`config.mk`:
```
export PLATFORM = sky130hd
export DESIGN_NAME = ram_display_bridge
export DESIGN_NICKNAME = d
export VERILOG_FILES = /design/src/rtl/ram_display_pkg.sv /design/src/rtl/seg7_decode.sv /design/src/rtl/ram_display_bridge.sv
export SDC_FILE = /design/constraint.sdc
export NUM_CORES = 1
export LEC_CHECK = 0
export BUFFER_PORTS_ARGS = -buffer_cell sky130_fd_sc_hd__clkbuf_2
export CAP_MARGIN = 0
export CORE_MARGIN = 2
export CORE_UTILIZATION = 37
export CTS_CLUSTER_DIAMETER = 120
export DETAILED_ROUTE_END_ITERATION = 16
export PLACE_DENSITY = 0.6
export SLEW_MARGIN = 20
export SYNTH_ARGS = -nofsm -noshare
export SYNTH_HDL_FRONTEND = slang
export SYNTH_HIERARCHICAL = 1
export SYNTH_SLANG_ARGS = --single-unit
```
`constraint.sdc`:
```
create_clock -name clk -period 4.6 [get_ports clk]
set_input_delay 0.23 -clock clk [delete_from_list [all_inputs] [get_ports clk]]
set_output_delay 0.23 -clock clk [all_outputs]
set_load 0.02 [all_outputs]
```
`src/rtl/ram_display_pkg.sv`:
```
// Shared types and constants for the RAM display bridge: FSM states and the
// active-low seven-segment glyph table (gfedcba order).
package ram_display_pkg;

    typedef enum logic [1:0] {
        ST_CLEAR = 2'd0,
        ST_IDLE  = 2'd1,
        ST_SCAN  = 2'd2
    } state_e;

    localparam logic [6:0] SEG_BLANK = 7'h7F;

    localparam logic [6:0] SEG_TABLE [16] = '{
        7'h40, 7'h79, 7'h24, 7'h30, 7'h19, 7'h12, 7'h02, 7'h78,
        7'h00, 7'h10, 7'h08, 7'h03, 7'h46, 7'h21, 7'h06, 7'h0E
    };

endpackage

```
`src/rtl/seg7_decode.sv`:
```
// Combinational hex-nibble to active-low seven-segment decoder with a blank override.
module seg7_decode
    import ram_display_pkg::*;
(
    input  logic [3:0] nibble,
    input  logic       blank,
    output logic [6:0] seg
);

    assign seg = blank ? SEG_BLANK : SEG_TABLE[nibble];

endmodule

```
`src/rtl/ram_display_bridge.sv`:
```
// Single-port RAM shared by a host channel and a periodic scan engine that
// refreshes LED and seven-segment displays; clears the RAM after reset.
module ram_display_bridge
    import ram_display_pkg::*;
#(
    parameter int DATA_W     = 8,
    parameter int ADDR_W     = 6,
    parameter int NUM_HEX    = 6,
    parameter int LED_W      = 10,
    parameter int LED_ADDR   = 0,
    parameter int HEX_BASE   = 2,
    parameter int SCAN_DIV   = 50000,
    parameter int STARVE_MAX = 8
) (
    input  logic                 clk,
    input  logic                 reset_n,
    input  logic                 host_req,
    input  logic                 host_we,
    input  logic [ADDR_W-1:0]    host_addr,
    input  logic [DATA_W-1:0]    host_wdata,
    output logic                 host_ready,
    output logic                 host_rvalid,
    output logic [DATA_W-1:0]    host_rdata,
    output logic                 init_done,
    output logic                 scan_busy,
    output logic [LED_W-1:0]     leds,
    output logic [7*NUM_HEX-1:0] hex
);

    localparam int DEPTH  = 2**ADDR_W;
    localparam int SCAN_N = NUM_HEX + 2;
    localparam int IDX_W  = $clog2(SCAN_N + 1);
    localparam int TMR_W  = $clog2(SCAN_DIV);
    localparam int STV_W  = $clog2(STARVE_MAX + 1);

    if (DATA_W < 5) begin : g_bad_data_w
        $error("DATA_W must be at least 5");
    end
    if (HEX_BASE + NUM_HEX > DEPTH) begin : g_bad_hex_range
        $error("hex digit range exceeds RAM depth");
    end
    if (LED_ADDR + 1 >= DEPTH) begin : g_bad_led_addr
        $error("LED word pair exceeds RAM depth");
    end
    if (LED_W > 2*DATA_W) begin : g_bad_led_w
        $error("LED_W wider than two RAM words");
    end
    if (LED_ADDR <= HEX_BASE + NUM_HEX - 1 && LED_ADDR + 1 >= HEX_BASE) begin : g_bad_overlap
        $error("LED words overlap hex digit words");
    end

    state_e               state_q, state_d;
    logic [ADDR_W-1:0]    clr_addr_q, clr_addr_d;
    logic                 init_done_q, init_done_d;
    logic [TMR_W-1:0]     timer_q, timer_d;
    logic                 pending_q, pending_d;
    logic [IDX_W-1:0]     issue_idx_q, issue_idx_d;
    logic [STV_W-1:0]     starve_q, starve_d;
    logic                 scan_rvalid_q, scan_rvalid_d;
    logic [IDX_W-1:0]     scan_ridx_q, scan_ridx_d;
    logic                 host_rvalid_q, host_rvalid_d;
    logic [DATA_W-1:0]    host_hold_q, host_hold_d;
    logic [LED_W-1:0]     leds_q, leds_d;
    logic [7*NUM_HEX-1:0] hex_q, hex_d, hex_dec;
    logic [DATA_W-1:0]    shadow_q [SCAN_N];
    logic [DATA_W-1:0]    shadow_d [SCAN_N];

    logic [DATA_W-1:0]    mem [DEPTH];
    logic [DATA_W-1:0]    ram_rdata_q;
    logic                 ram_en, ram_we;
    logic [ADDR_W-1:0]    ram_addr;
    logic [DATA_W-1:0]    ram_wdata;

    logic scan_want, stall, host_fire, scan_fire, last_ret;

    function automatic logic [ADDR_W-1:0] scan_addr(input logic [IDX_W-1:0] idx);
        if (idx == '0)             return ADDR_W'(LED_ADDR);
        else if (idx == IDX_W'(1)) return ADDR_W'(LED_ADDR + 1);
        else                       return ADDR_W'(HEX_BASE + int'(idx) - 2);
    endfunction

    // The host wins every contested cycle until the scan has lost STARVE_MAX in a row.
    assign scan_want  = (state_q == ST_SCAN) && (issue_idx_q < IDX_W'(SCAN_N));
    assign stall      = scan_want && (starve_q == STV_W'(STARVE_MAX));
    assign host_ready = (state_q == ST_IDLE) || ((state_q == ST_SCAN) && !stall);
    assign host_fire  = host_req && host_ready;
    assign scan_fire  = scan_want && !host_fire;
    assign last_ret   = scan_rvalid_q && (scan_ridx_q == IDX_W'(SCAN_N - 1));

    always_comb begin
        // NOTE: every combinational output gets a default first so no latch is inferred.
        ram_en    = 1'b0;
        ram_we    = 1'b0;
        ram_addr  = host_addr;
        ram_wdata = host_wdata;
        if (state_q == ST_CLEAR) begin
            ram_en    = 1'b1;
            ram_we    = 1'b1;
            ram_addr  = clr_addr_q;
            ram_wdata = '0;
        end else if (host_fire) begin
            ram_en = 1'b1;
            ram_we = host_we;
        end else if (scan_fire) begin
            ram_en   = 1'b1;
            ram_addr = scan_addr(issue_idx_q);
        end
    end

    always_comb begin
        state_d       = state_q;
        clr_addr_d    = clr_addr_q;
        init_done_d   = init_done_q;
        timer_d       = timer_q;
        pending_d     = pending_q;
        issue_idx_d   = issue_idx_q;
        starve_d      = starve_q;
        scan_rvalid_d = scan_fire;
        scan_ridx_d   = issue_idx_q;
        host_rvalid_d = host_fire && !host_we;
        host_hold_d   = host_rvalid_q ? ram_rdata_q : host_hold_q;

        // Expiries during a scan are dropped, never queued.
        if (init_done_q) begin
            if (timer_q == '0) begin
                timer_d = TMR_W'(SCAN_DIV - 1);
                if (state_q != ST_SCAN) pending_d = 1'b1;
            end else begin
                timer_d = timer_q - 1'b1;
            end
        end

        case (state_q)
            ST_CLEAR: begin
                clr_addr_d = clr_addr_q + 1'b1;
                if (clr_addr_q == '1) begin
                    state_d     = ST_IDLE;
                    init_done_d = 1'b1;
                end
            end
            ST_IDLE: begin
                starve_d = '0;
                if (pending_q) begin
                    state_d     = ST_SCAN;
                    pending_d   = 1'b0;
                    issue_idx_d = '0;
                end
            end
            ST_SCAN: begin
                if (scan_fire) begin
                    issue_idx_d = issue_idx_q + 1'b1;
                    starve_d    = '0;
                end else if (scan_want) begin
                    starve_d = starve_q + 1'b1;
                end
                if (last_ret) state_d = ST_IDLE;
            end
            default: state_d = ST_CLEAR;
        endcase
    end

    always_comb begin
        shadow_d = shadow_q;
        if (scan_rvalid_q) shadow_d[scan_ridx_q] = ram_rdata_q;
    end

    for (genvar i = 0; i < NUM_HEX; i++) begin : g_digit
        seg7_decode u_seg7_decode (
            .nibble (shadow_d[i+2][3:0]),
            .blank  (shadow_d[i+2][DATA_W-1]),
            .seg    (hex_dec[7*i +: 7])
        );
    end

    // Both displays load from the same shadow snapshot in one cycle.
    always_comb begin
        leds_d = leds_q;
        hex_d  = hex_q;
        if (last_ret) begin
            leds_d = LED_W'({shadow_d[1], shadow_d[0]});
            hex_d  = hex_dec;
        end
    end

    // NOTE: sequential state uses non-blocking assignments so all flops sample pre-edge values.
    always_ff @(posedge clk or negedge reset_n) begin
        if (!reset_n) begin
            state_q       <= ST_CLEAR;
            clr_addr_q    <= '0;
            init_done_q   <= 1'b0;
            timer_q       <= TMR_W'(SCAN_DIV - 1);
            pending_q     <= 1'b0;
            issue_idx_q   <= '0;
            starve_q      <= '0;
            scan_rvalid_q <= 1'b0;
            scan_ridx_q   <= '0;
            host_rvalid_q <= 1'b0;
            host_hold_q   <= '0;
            leds_q        <= '0;
            hex_q         <= '1;
        end else begin
            state_q       <= state_d;
            clr_addr_q    <= clr_addr_d;
            init_done_q   <= init_done_d;
            timer_q       <= timer_d;
            pending_q     <= pending_d;
            issue_idx_q   <= issue_idx_d;
            starve_q      <= starve_d;
            scan_rvalid_q <= scan_rvalid_d;
            scan_ridx_q   <= scan_ridx_d;
            host_rvalid_q <= host_rvalid_d;
            host_hold_q   <= host_hold_d;
            leds_q        <= leds_d;
            hex_q         <= hex_d;
        end
    end

    // NOTE: RAM and shadow words have no reset; CLEAR rewrites the RAM and every
    // scan rewrites all shadow words before the displays load from them.
    always_ff @(posedge clk) begin
        if (ram_en) begin
            if (ram_we) mem[ram_addr] <= ram_wdata;
            else        ram_rdata_q   <= mem[ram_addr];
        end
        shadow_q <= shadow_d;
    end

    assign host_rvalid = host_rvalid_q;
    assign host_rdata  = host_hold_d;
    assign init_done   = init_done_q;
    assign scan_busy   = (state_q == ST_SCAN);
    assign leds        = leds_q;
    assign hex         = hex_q;

endmodule

```
==> results by group, run 1 <==
Layout
  • Layout Nets: 2,329
  • Antenna diode count: 0
  • Share of layout cells above drive strength 1: 0.204
  • Design area: roughly 0.032 sq mm
  • Area growth syn-to-layout: 16.1%

CTS
  • Inserted Clock Buffers: between 70 and 80
  • Reg clk slew, reported paths: approximately 0.060 ns
  • Post-cts sizing count: 0
  • Root Driver: clkbuf_16
  • Clock sinks: 660
  • H-tree levels: 3
  • Clock Latency Late Sink: 0.62 ns
  • Largest buffer count on any clock path: 3
  • CTS tree: yes

Route
  • Routed vias/inst: approximately 5.6
  • Pre-antenna DRT Iters: 6
  • Top layer in use: met5
  • # DRC: 0
  • DR WL/cell: ~25 um
  • Final ANT Viol Nets: 0
  • Drt total wl: between 80 and 90 mm
  • Via count: around 18k
  • DR WL met3: just under 8 mm
  • First DRT Iteration DRCs: approximately 2.2k
  • Wire length on met2: 37.1 mm
  • Met1 WL: 32.8 mm

Power
  • Logic pwr share: 0.003
  • Leakage power: approximately 11 nW
  • Clk network pwr share: 0.462
  • Peak VDD IR: approximately 0.23 mV
  • NetSw: approximately 2.4 mW
  • Sequential share of power: 0.536
  • PnR Total Power: between 10 and 15 mW
  • Total power divided by cell area: about 370 mW/mm^2
  • Sw Ratio: 0.198
  • Internal power: ~9.5 mW

Synth
  • Post-synth cell types: just over 80
  • EDFF count, synth: 520
  • Async set-reset flop share out of synthesis: 0.152
  • Top_reg_cell synth: edfxtp_1
  • Synth top area share: 0.562
  • Post-Syn Area: between 0.02 and 0.03 sq mm
  • Synth top area cells: edfxtp_1 (56%), nand2_1 (5.5%), dfstp_2 (4.8%), dfrtp_1 (4.4%), mux2i_1 (3.5%)
  • Post-synthesis sequential area ratio: 0.683
  • Syn. warnings: 6
  • Synth Instances: just over 2k
  • Mapped Avg Cell Area: roughly 13 sq um
  • Syn_nets: 2,131
  • Leading area contributor after synthesis: edfxtp_1
  • #FFs+latches synth: 660

Global routing
  • Vias in the first global route: 18.3k
  • Largest net degree at the start of global routing: 65
  • Total GRT Usage: 0.207
  • Grt ovf: 0
  • Wire length of the first global-routing pass: 120 mm
  • Initial antenna violation count: 2

Placement
  • Placement Cell Area: 0.0300 sq mm
  • GPL Wtd Cong: 0.948
  • Pre-CTS setup slack: 0.489 ns
  • DP HPWL: around 54 mm
  • PortBufs: 81

Timing
  • Least-Margin Pin Slew: 1.13 ns
  • Max Slew Vio Count: 0
  • Final setup skew: between 0.02 and 0.03 ns
  • Final period util: 0.943
  • Setup TNS: 0 ns
  • Min Tclk post-route: around 4.3 ns
  • Fmax: around 230 MHz
  • Setup ws final: approximately 0.26 ns
  • Relative slew slack: 0.244
  • # setup viols final: 0
  • RSZ-0062 raised after global routing: false
  • Final hold vios: 0

Floorplanning
  • DIE AREA: around 0.077 sq mm
  • Die H: approximately 280 um
  • FP Rows: 100
  • Initial Util: 0.373
  • Core box area: around 0.074 sq mm
  • Die X: 278 um
  • IO Count: between 80 and 90

Worst setup path
  • Worst Path Arrival: roughly 4.7 ns
  • Worst setup EP type: flop
  • Startpoint Class: flop
  • Crit-path max FO: 20
  • WS Path Type: reg2reg
  • R2r setup slk: roughly 0.26 ns
  • Worst EP required: between 4 and 5 ns

Run
  • Max-cap violations: 0

Status
  • Status: finished, final reports clean

Hold path
  • Hold/Removal Path Class: in2reg
-- per-layer routing --
layer  up-vias  track usage
li1       8114            -
met3       189       0.0543
met4         4       0.0797
met5         -            0
met2       927        0.328
met1      9180        0.274
-- through the flow --
step,instances,util,hold WS [ns]
2_1_floorplan,2063,-,-0.0656
3_3_place_gp,3153,0.403,0.325
3_5_place_dp,3154,0.404,0.326
4_1_cts,3282,0.433,0.0224
5_1_grt,3282,0.433,0.0731
6_report,3282,0.433,0.0588
-- placed cells by master, fill, tap and decap left out, drive strengths merged, types with 7 or more instances in the layout --
cell    instances
ha             50
a211o           8
o22a            8
clkbuf        165
a221o          17
nor2b          13
o41ai           7
a21oi          64
a222oi         13
a22oi          21
xnor2          10
nand2b         16
dfrtp          49
a31oi          14
clkinv         31
buf           139
a22o            9
o21ai          44
mux2i          97
a32oi          20
o22ai          29
dfxtp          40
a221oi         24
nand3          33
nor3           19
and2           16
dfstp          51
and3           19
edfxtp        520
or2             8
inv            34
nor2          123
nand2         416
mux2           78
o221ai         11
-- timing repair --
item | 4_1_cts | 5_1_grt
hold endpoints to repair | 42 | 0
hold buffers | 3 | 0
setup buffers | 0 | 0
setup endpoints to repair | 0 | 0
-- power groups by stage --
stage	clock (mW)	sequential, mW	combinational (mW)
detailed placement	0	6.48	0.0312
global placement	0	6.48	0.0307
global route	5.81	6.36	0.0364
floorplan	0	6.48	0.00195
CTS	5.57	6.36	0.0328
finish	5.48	6.36	0.0316
-- state kept, by name, indices dropped and copies added (netlist names) --
name,cells
mem,512
hex,42
shadow_q,40
timer_q,16
leds,10
host_hold_q,8
ram_rdata_q,8
clr_addr_q,6
issue_idx_q,4
scan_ridx_q,4
starve_q,4
state_q,2
host_rvalid,1
init_done,1
pending_q,1
scan_rvalid_q,1
-- logic make-up after synthesis --
logic type	after synthesis	share of synthesized area
compound gates	336	0.0898
xor+xnor	14	0.00441
fa+ha+maj	50	0.0225
buf+inv	129	0.0239
flops	660	0.683
mux	175	0.0665
simple gates	699	0.110
-- synthesized netlist by cell type (all sizes together) (21+ instances only) --
cell / n
a21oi: 64
a221oi: 24
a22oi: 21
buf: 64
clkbuf: 33
dfrtp: 49
dfstp: 51
dfxtp: 40
edfxtp: 520
ha: 50
inv: 32
mux2: 78
mux2i: 97
nand2: 416
nand3: 33
nor2: 123
o21ai: 44
o22ai: 29
-- final timing paths --
kind / from / endpoint / depth (start not counted)
max: starve_q[0] / ram_rdata_q[2] / 11
min: host_req / starve_q[0] / 3
max reg2reg: starve_q[0] / ram_rdata_q[2] / 11
min reg2reg: hex[36] / hex[36] / 2
max in group asynchronous: reset_n / leds[6] / 3
min in group asynchronous: reset_n / timer_q[11] / 2
-- layout make-up --
| class | count | area (sq um) |
|---|---|---|
| sequential | 660 | 19000 |
| fill | 6736 | 42200 |
| inverter | 32 | 120 |
| timing repair buffer | 222 | 1560 |
| tap | 969 | 1210 |
| clock inverter | 40 | 343 |
| clock buffer | 85 | 1850 |
| multi-input combinational | 1274 | 8200 |
-- critical path: stages (launching register included) --
cell      delay [ns]
dfrtp_1         0.42
inv_1           0.08
ha_1            0.20
nand3b_4        0.12
a211o_1         0.48
a211o_2         0.41
buf_4           0.24
nor2_2          0.87
a32oi_1         0.15
and3_1          0.25
a311oi_1        0.67
nand4b_1        0.17
Note: power is estimated with default switching activity, not from simulation.
==> run 2: changes to the inputs <==
Clock period 4.6 ns to 5 ns, I/O delays scaled along.
==> run 2 against run 1 <==
  * Clock skew increased by 0.032 ns
  * Wire length decreased by 1.4%
  * Sequential share of layout area increased by 0.70 points
  * Critical path depth decreased by 2
  * Utilization decreased by 0.51 points
  * Worst hold slack got worse by 0.016 ns
  * Critical path type unchanged
  * Critical endpoint is now ram_rdata_q[6]
  * Highest routed layer unchanged
==> results by group, run 2 (synthesis results as in run 1) <==
Layout
  • Layout Nets: about 2.3k
  • Commonest non-fill, non-tap cells in the layout: edfxtp_1 (520), nand2_1 (407), nor2_1 (119), mux2i_1 (97), buf_4 (96)
  • Area growth syn-to-layout: 14.7%
  • Number of flip-flops in the largest register: 512
  • Most common cell after layout, fill and taps aside: edfxtp_1
  • Final Util: 0.428
  • Design area: between 0.03 and 0.04 sq mm
  • Non-Filler Instances: roughly 3.2k
  • Largest register by flop count: mem
  • Share of layout cells above drive strength 1: 0.192
  • Antenna diode count: 0

Worst setup path
  • Worst Path Arrival: approximately 4.7 ns
  • Worst EP required: 5.37 ns
  • R2R Path End: ram_rdata_q[6]
  • Worst r2r src: state_q[1]
  • WS Path Type: reg2reg
  • R2r setup slk: approximately 0.67 ns
  • Worst setup EP type: flop
  • Crit-path max FO: 20
  • Startpoint Class: flop
  • Register-to-Register Path Depth: 9

Run
  • Max-cap violations: 0

Power
  • Sequential share of power: 0.538
  • Logic pwr share: 0.003
  • Total power divided by cell area: between 300 and 400 mW/mm^2
  • Internal power: 8.64 mW
  • Sw Ratio: 0.205
  • Peak VDD IR: 0.196 mV
  • PnR Total Power: 10.9 mW
  • NetSw: between 2 and 2.5 mW
  • Clk network pwr share: 0.459
  • Leakage power: roughly 11 nW

Status
  • Status: finished, final reports clean

Timing
  • Final period util: 0.867
  • # setup viols final: 0
  • Setup ws final: between 0.6 and 0.7 ns
  • Final hold vios: 0
  • Least-Margin Pin Slew: 1.14 ns
  • Fmax: about 230 MHz
  • Final setup skew: just under 0.06 ns
  • Max Slew Vio Count: 0
  • Hold Slack: about 0.042 ns
  • Setup TNS: 0 ns
  • RSZ-0062 raised after global routing: false
  • Min Tclk post-route: about 4.3 ns
  • Relative slew slack: 0.237

Floorplanning
  • Core box area: ~0.074 sq mm
  • Die H: approximately 280 um
  • Die X: 278 um
  • FP Rows: 100
  • Initial Util: 0.373
  • IO Count: between 80 and 90
  • DIE AREA: 0.0773 sq mm

Placement
  • DP HPWL: about 52 mm
  • Placement Cell Area: 0.0297 sq mm
  • PortBufs: slightly above 80
  • Placed insts: 3,113
  • Pre-CTS setup slack: 0.812 ns
  • GPL Wtd Cong: just over 0.9

Route
  • # DRC: 0
  • Final ANT Viol Nets: 0
  • Drt total wl: roughly 80 mm
  • Via count: roughly 18k
  • Pre-antenna DRT Iters: 6
  • First DRT Iteration DRCs: around 2.1k
  • DR WL/cell: approximately 25 um
  • Routed vias/inst: around 5.7

CTS
  • Root Driver: clkbuf_16
  • H-tree levels: 3
  • Largest buffer count on any clock path: 3
  • Post-CTS setup buffer count: 0
  • Clock Latency Late Sink: ~0.63 ns
  • Clock sinks: 660
  • Inserted Clock Buffers: 68
  • Reg clk slew, reported paths: roughly 0.060 ns
  • CTS tree: yes

Global routing
  • Grt ovf: 0
  • Largest net degree at the start of global routing: 65
  • Wire length of the first global-routing pass: about 120 mm
  • Total GRT Usage: 0.204
  • Initial antenna violation count: 2
  • Vias in the first global route: about 18k

Hold path
  • Hold/Removal Path Class: in2reg
  • Hold path cells: 3
  • Hold Startpoint: host_req
  • Hold EP: host_rvalid
[run 2: worst max-delay path by stage]
stage	from	to	slack [ns]	cells past startpoint
after global routing	state_q[1]	ram_rdata_q[6]	0.52	9
after global placement	starve_q[0]	ram_rdata_q[6]	0.86	11
after CTS	starve_q[0]	ram_rdata_q[6]	0.81	11
final	state_q[1]	ram_rdata_q[6]	0.67	9
after detailed placement	state_q[1]	ram_rdata_q[6]	0.81	9
after floorplan	starve_q[0]	mem[12][0]	1.80	11
[run 2: worst max-delay path, stage by stage (launching register included)]
cell      delay [ns]
dfrtp_1         0.42
nor2_1          0.62
nor2_1          0.23
a211o_2         0.61
nand2_4         0.40
buf_4           0.26
nor2_1          0.16
a221oi_1        0.66
o221ai_1        0.22
or4b_1          0.49
[run 2: power groups by stage]
stage	Combinational, mW	Sequential, mW	Clock, mW
2_1_floorplan	0.00179	5.96	0
3_3_place_gp	0.0285	5.96	0
3_5_place_dp	0.0294	5.96	0
4_1_cts	0.0317	5.85	5.07
5_1_grt	0.0347	5.85	5.27
6_report	0.0301	5.85	4.99
[run 2: final cells by class]
class	count	area (sq um)
repair buffers	181	1190
clock buffers	85	1780
flip-flops and latches	660	19000
fillers	6701	42600
inverters	32	120
well taps	969	1210
multi-input cells	1274	8200
clock inverters	38	417
[run 2: timing repair]
item,CTS,global route
hold buffers,3,0
resized for setup,0,0
endpoints found under the hold margin,46,0
[run 2: routing by layer]
metal	part of all wire	GRT usage	routed length, um
met1	0.40	0.269	32000
met2	0.46	0.327	36900
met3	0.092	0.0411	7340
met4	0.044	0.0904	3480
met5	0.00015	0	12
==> run 3: changes to the inputs <==
Settings changed: PLACE_DENSITY 0.6 to default, SYNTH_HIERARCHICAL 1 to default.
==> run 3 against run 2 <==
  * Global-route usage shrank 2.4 points
  * Fmax shrank 5.2%
  * Worst hold slack gained 0.011 ns
  * Total power grew 2.2%
  * Utilization grew 0.88 points
==> results by group, run 3 <==
Status
  • Status: finished, final reports clean

Synth
  • Top_reg_cell synth: edfxtp_1
  • Syn_nets: 1,967
  • Post-synth cell types: 66
  • Synth top area cells: edfxtp_1 (58%), mux2i_1 (5.3%), dfstp_2 (5.0%), dfrtp_1 (4.6%), a21oi_1 (3.1%)
  • Syn. warnings: 0
  • Post-Synth Adder-Cell Area: 0.0205
  • Post-synthesis sequential area ratio: 0.706
  • Post-Synth XOR/XNOR Area: 0.00555
  • Compound-Gate Fraction of Synth Area: 0.117
  • Post-Syn Area: 0.0268 sq mm
  • Mux contribution to synthesized area: 0.0677
  • Most common cell in the netlist: edfxtp_1
  • Simple-gate share of the synthesized area: 0.0625
  • Most frequent cells after synthesis: edfxtp_1 (520), a21oi_1 (166), nor2_1 (144)
  • #FFs+latches synth: ~660
  • Synth top area share: 0.582
  • Largest family of logic cells by synthesized area: compound AO/OA/AOI/OAI gates
  • Async set-reset flop share out of synthesis: 0.152
  • Mapped Avg Cell Area: ~14 sq um
  • EDFF count, synth: 520
  • Synth Instances: 1,905
  • Leading area contributor after synthesis: edfxtp_1

Hold path
  • Hold/Removal Path Class: in2reg

Worst setup path
  • Buf/Inv on CP: 4
  • WS Path Type: reg2reg
  • Worst EP required: about 5.3 ns
  • Crit-path max FO: 46
  • Slowest-stage cell, CP: a222oi_1
  • Startpoint Class: flop
  • Crit path largest cell delay: approximately 0.54 ns
  • Crit-path cells: inv_1 > ha_1 > and3b_1 > o21ai_4 > inv_2 > a41oi_4 > nand2_8 > buf_12 > buf_4 > mux2i_1 > o21ai_0 > a222oi_1 > o22ai_1 > or4_1
  • CP top delay family: compound AO/OA/AOI/OAI gates
  • Worst Path Arrival: 4.90 ns
  • Worst setup EP type: flop

CTS
  • Clock sinks: approximately 660
  • Clock Latency Late Sink: approximately 0.6 ns
  • CTS tree: yes
  • Reg clk slew, reported paths: roughly 0.06 ns
  • Inserted Clock Buffers: 71
  • Root Driver: clkbuf_16
  • Post-CTS setup buffer count: 0
  • Hold buffer count at cts: 3
  • H-tree levels: 3
  • Post-cts sizing count: 0
  • Largest buffer count on any clock path: 3

Run
  • Max-cap violations: 0

Route
  • Via count: between 15k and 20k
  • DR WL/cell: roughly 22 um
  • Pre-antenna DRT Iters: 10
  • Final ANT Viol Nets: 0
  • Routed vias/inst: 5.48
  • Drt total wl: between 60 and 70 mm
  • # DRC: 0
  • First DRT Iteration DRCs: between 1.5k and 2k

Layout
  • Number of flip-flops in the largest register: ~510
  • Layout Nets: between 2k and 2.5k
  • Most common cell after layout, fill and taps aside: edfxtp_1
  • Antenna diode count: 0
  • Area growth syn-to-layout: 16.7%
  • Fill count: ~6.4k
  • Share of layout cells above drive strength 1: 0.189
  • FF+latch area: approximately 0.019 sq mm
  • Multi-input gate area: ~0.0074 sq mm
  • Commonest non-fill, non-tap cells in the layout: edfxtp_1 (520), a21oi_1 (166), nor2_1 (144), mux2i_1 (141), o21ai_0 (137)
  • Largest register by flop count: mem

Timing
  • Final setup skew: around 0.023 ns
  • Min Tclk post-route: between 4 and 5 ns
  • Final period util: 0.915
  • Setup TNS: 0 ns
  • Max Slew Vio Count: 0
  • Fmax: around 220 MHz
  • Least-Margin Pin Slew: roughly 0.99 ns
  • Relative slew slack: 0.335
  • # setup viols final: 0
  • Final hold vios: 0
  • RSZ-0062 raised after global routing: false

Placement
  • DP HPWL: ~43 mm
  • GPL Wtd Cong: 0.861
  • PortBufs: 81

Power
  • Internal power: approximately 9.0 mW
  • PnR Total Power: 11.1 mW
  • Total power divided by cell area: ~350 mW/mm^2
  • Sw Ratio: 0.190
  • Logic pwr share: 0.002
  • Clk network pwr share: 0.472
  • Leakage power: 9.97 nW
  • Sequential share of power: 0.526
  • NetSw: between 2 and 2.5 mW
  • Peak VDD IR: roughly 0.28 mV

Floorplanning
  • Initial Util: 0.375
  • DIE AREA: 0.0747 sq mm
  • Core box area: around 0.07 sq mm
  • Die H: about 270 um
  • Die X: between 200 and 300 um
  • IO Count: just over 80
  • FP Rows: 98

Global routing
  • Grt ovf: 0
  • Vias in the first global route: 16.6k
  • Largest net degree at the start of global routing: 76
  • Initial antenna violation count: 0
  • Total GRT Usage: 0.180
  • Wire length of the first global-routing pass: 103 mm
## run 3: changes by cell type after synthesis, moves of 20 or more
| cell | before | now |
|---|---|---|
| o21ai_1 | 2 | 25 |
| a221oi_1 | 23 | 2 |
| o21ai_0 | 42 | 137 |
| a21oi_1 | 64 | 166 |
| mux2_2 | 65 | 36 |
| clkbuf_1 | 33 | 58 |
| a222oi_1 | 13 | 54 |
| nand2_1 | 407 | 109 |
| a32oi_1 | 20 | 0 |
| nor2_1 | 120 | 144 |
| mux2i_1 | 97 | 141 |
## run 3: per-layer routing
| layer | global-route usage | up-vias | part of all wire |
|---|---|---|---|
| li1 | - | 7659 | - |
| met1 | 0.241 | 8375 | 0.42 |
| met2 | 0.298 | 666 | 0.48 |
| met4 | 0.0534 | 0 | 0.023 |
| met3 | 0.0339 | 125 | 0.074 |
| met5 | 0 | - | 0 |
## run 3: layout make-up
class	instances	share of cell area
clock inverters	37	0.0129
well taps	950	0.0380
multi-input cells	1109	0.236
flip-flops and latches	659	0.606
inverters	42	0.00504
clock buffers	90	0.0617
repair buffers	186	0.0410
## run 3: final timing paths
check	from	cells past startpoint	to	slack, ns
max	starve_q[0]	14	ram_rdata_q[3]	0.43
min	host_req	3	starve_q[3]	0.05
max reg2reg	starve_q[0]	14	ram_rdata_q[3]	0.43
min reg2reg	hex[36]	2	hex[36]	0.46
max in group asynchronous	reset_n	3	hex[6]	3.71
min in group asynchronous	reset_n	2	timer_q[4]	0.33
## run 3: power by group through the flow
stage	sequential [mW]	combinational, mW	clock [mW]
after global routing	5.84	0.0317	5.57
after detailed placement	5.96	0.0272	0
final	5.84	0.0269	5.24
after global placement	5.96	0.0267	0
after CTS	5.84	0.0286	5.35
after floorplan	5.96	0.00224	0
## run 3: worst min-delay path: stages
cell and delay [ns]:
clkbuf_2 0.11, nand3_1 0.12, o21ai_0 0.12
## run 3: per-stage QoR
stage	setup WS (ns)	cell area, sq um	utilization	cells	hold WS [ns]
after floorplan	1.68	26800	-	1905	-0.0456
after global placement	0.562	28900	0.404	2942	0.433
after detailed placement	0.528	28900	0.404	2942	0.444
after CTS	0.453	31300	0.437	3072	0.0220
after global routing	0.133	31300	0.437	3073	0.0472
final	0.426	31300	0.437	3073	0.0534
## run 3: cells by family after synthesis
group                      Yosys count
AOI/OAI and AO/OA                  501
xor gates and xnor gates            17
adders and majority gates           44
buffers and inverters              137
DFF                                659
muxes                              177
and+or+nand+nor                    370
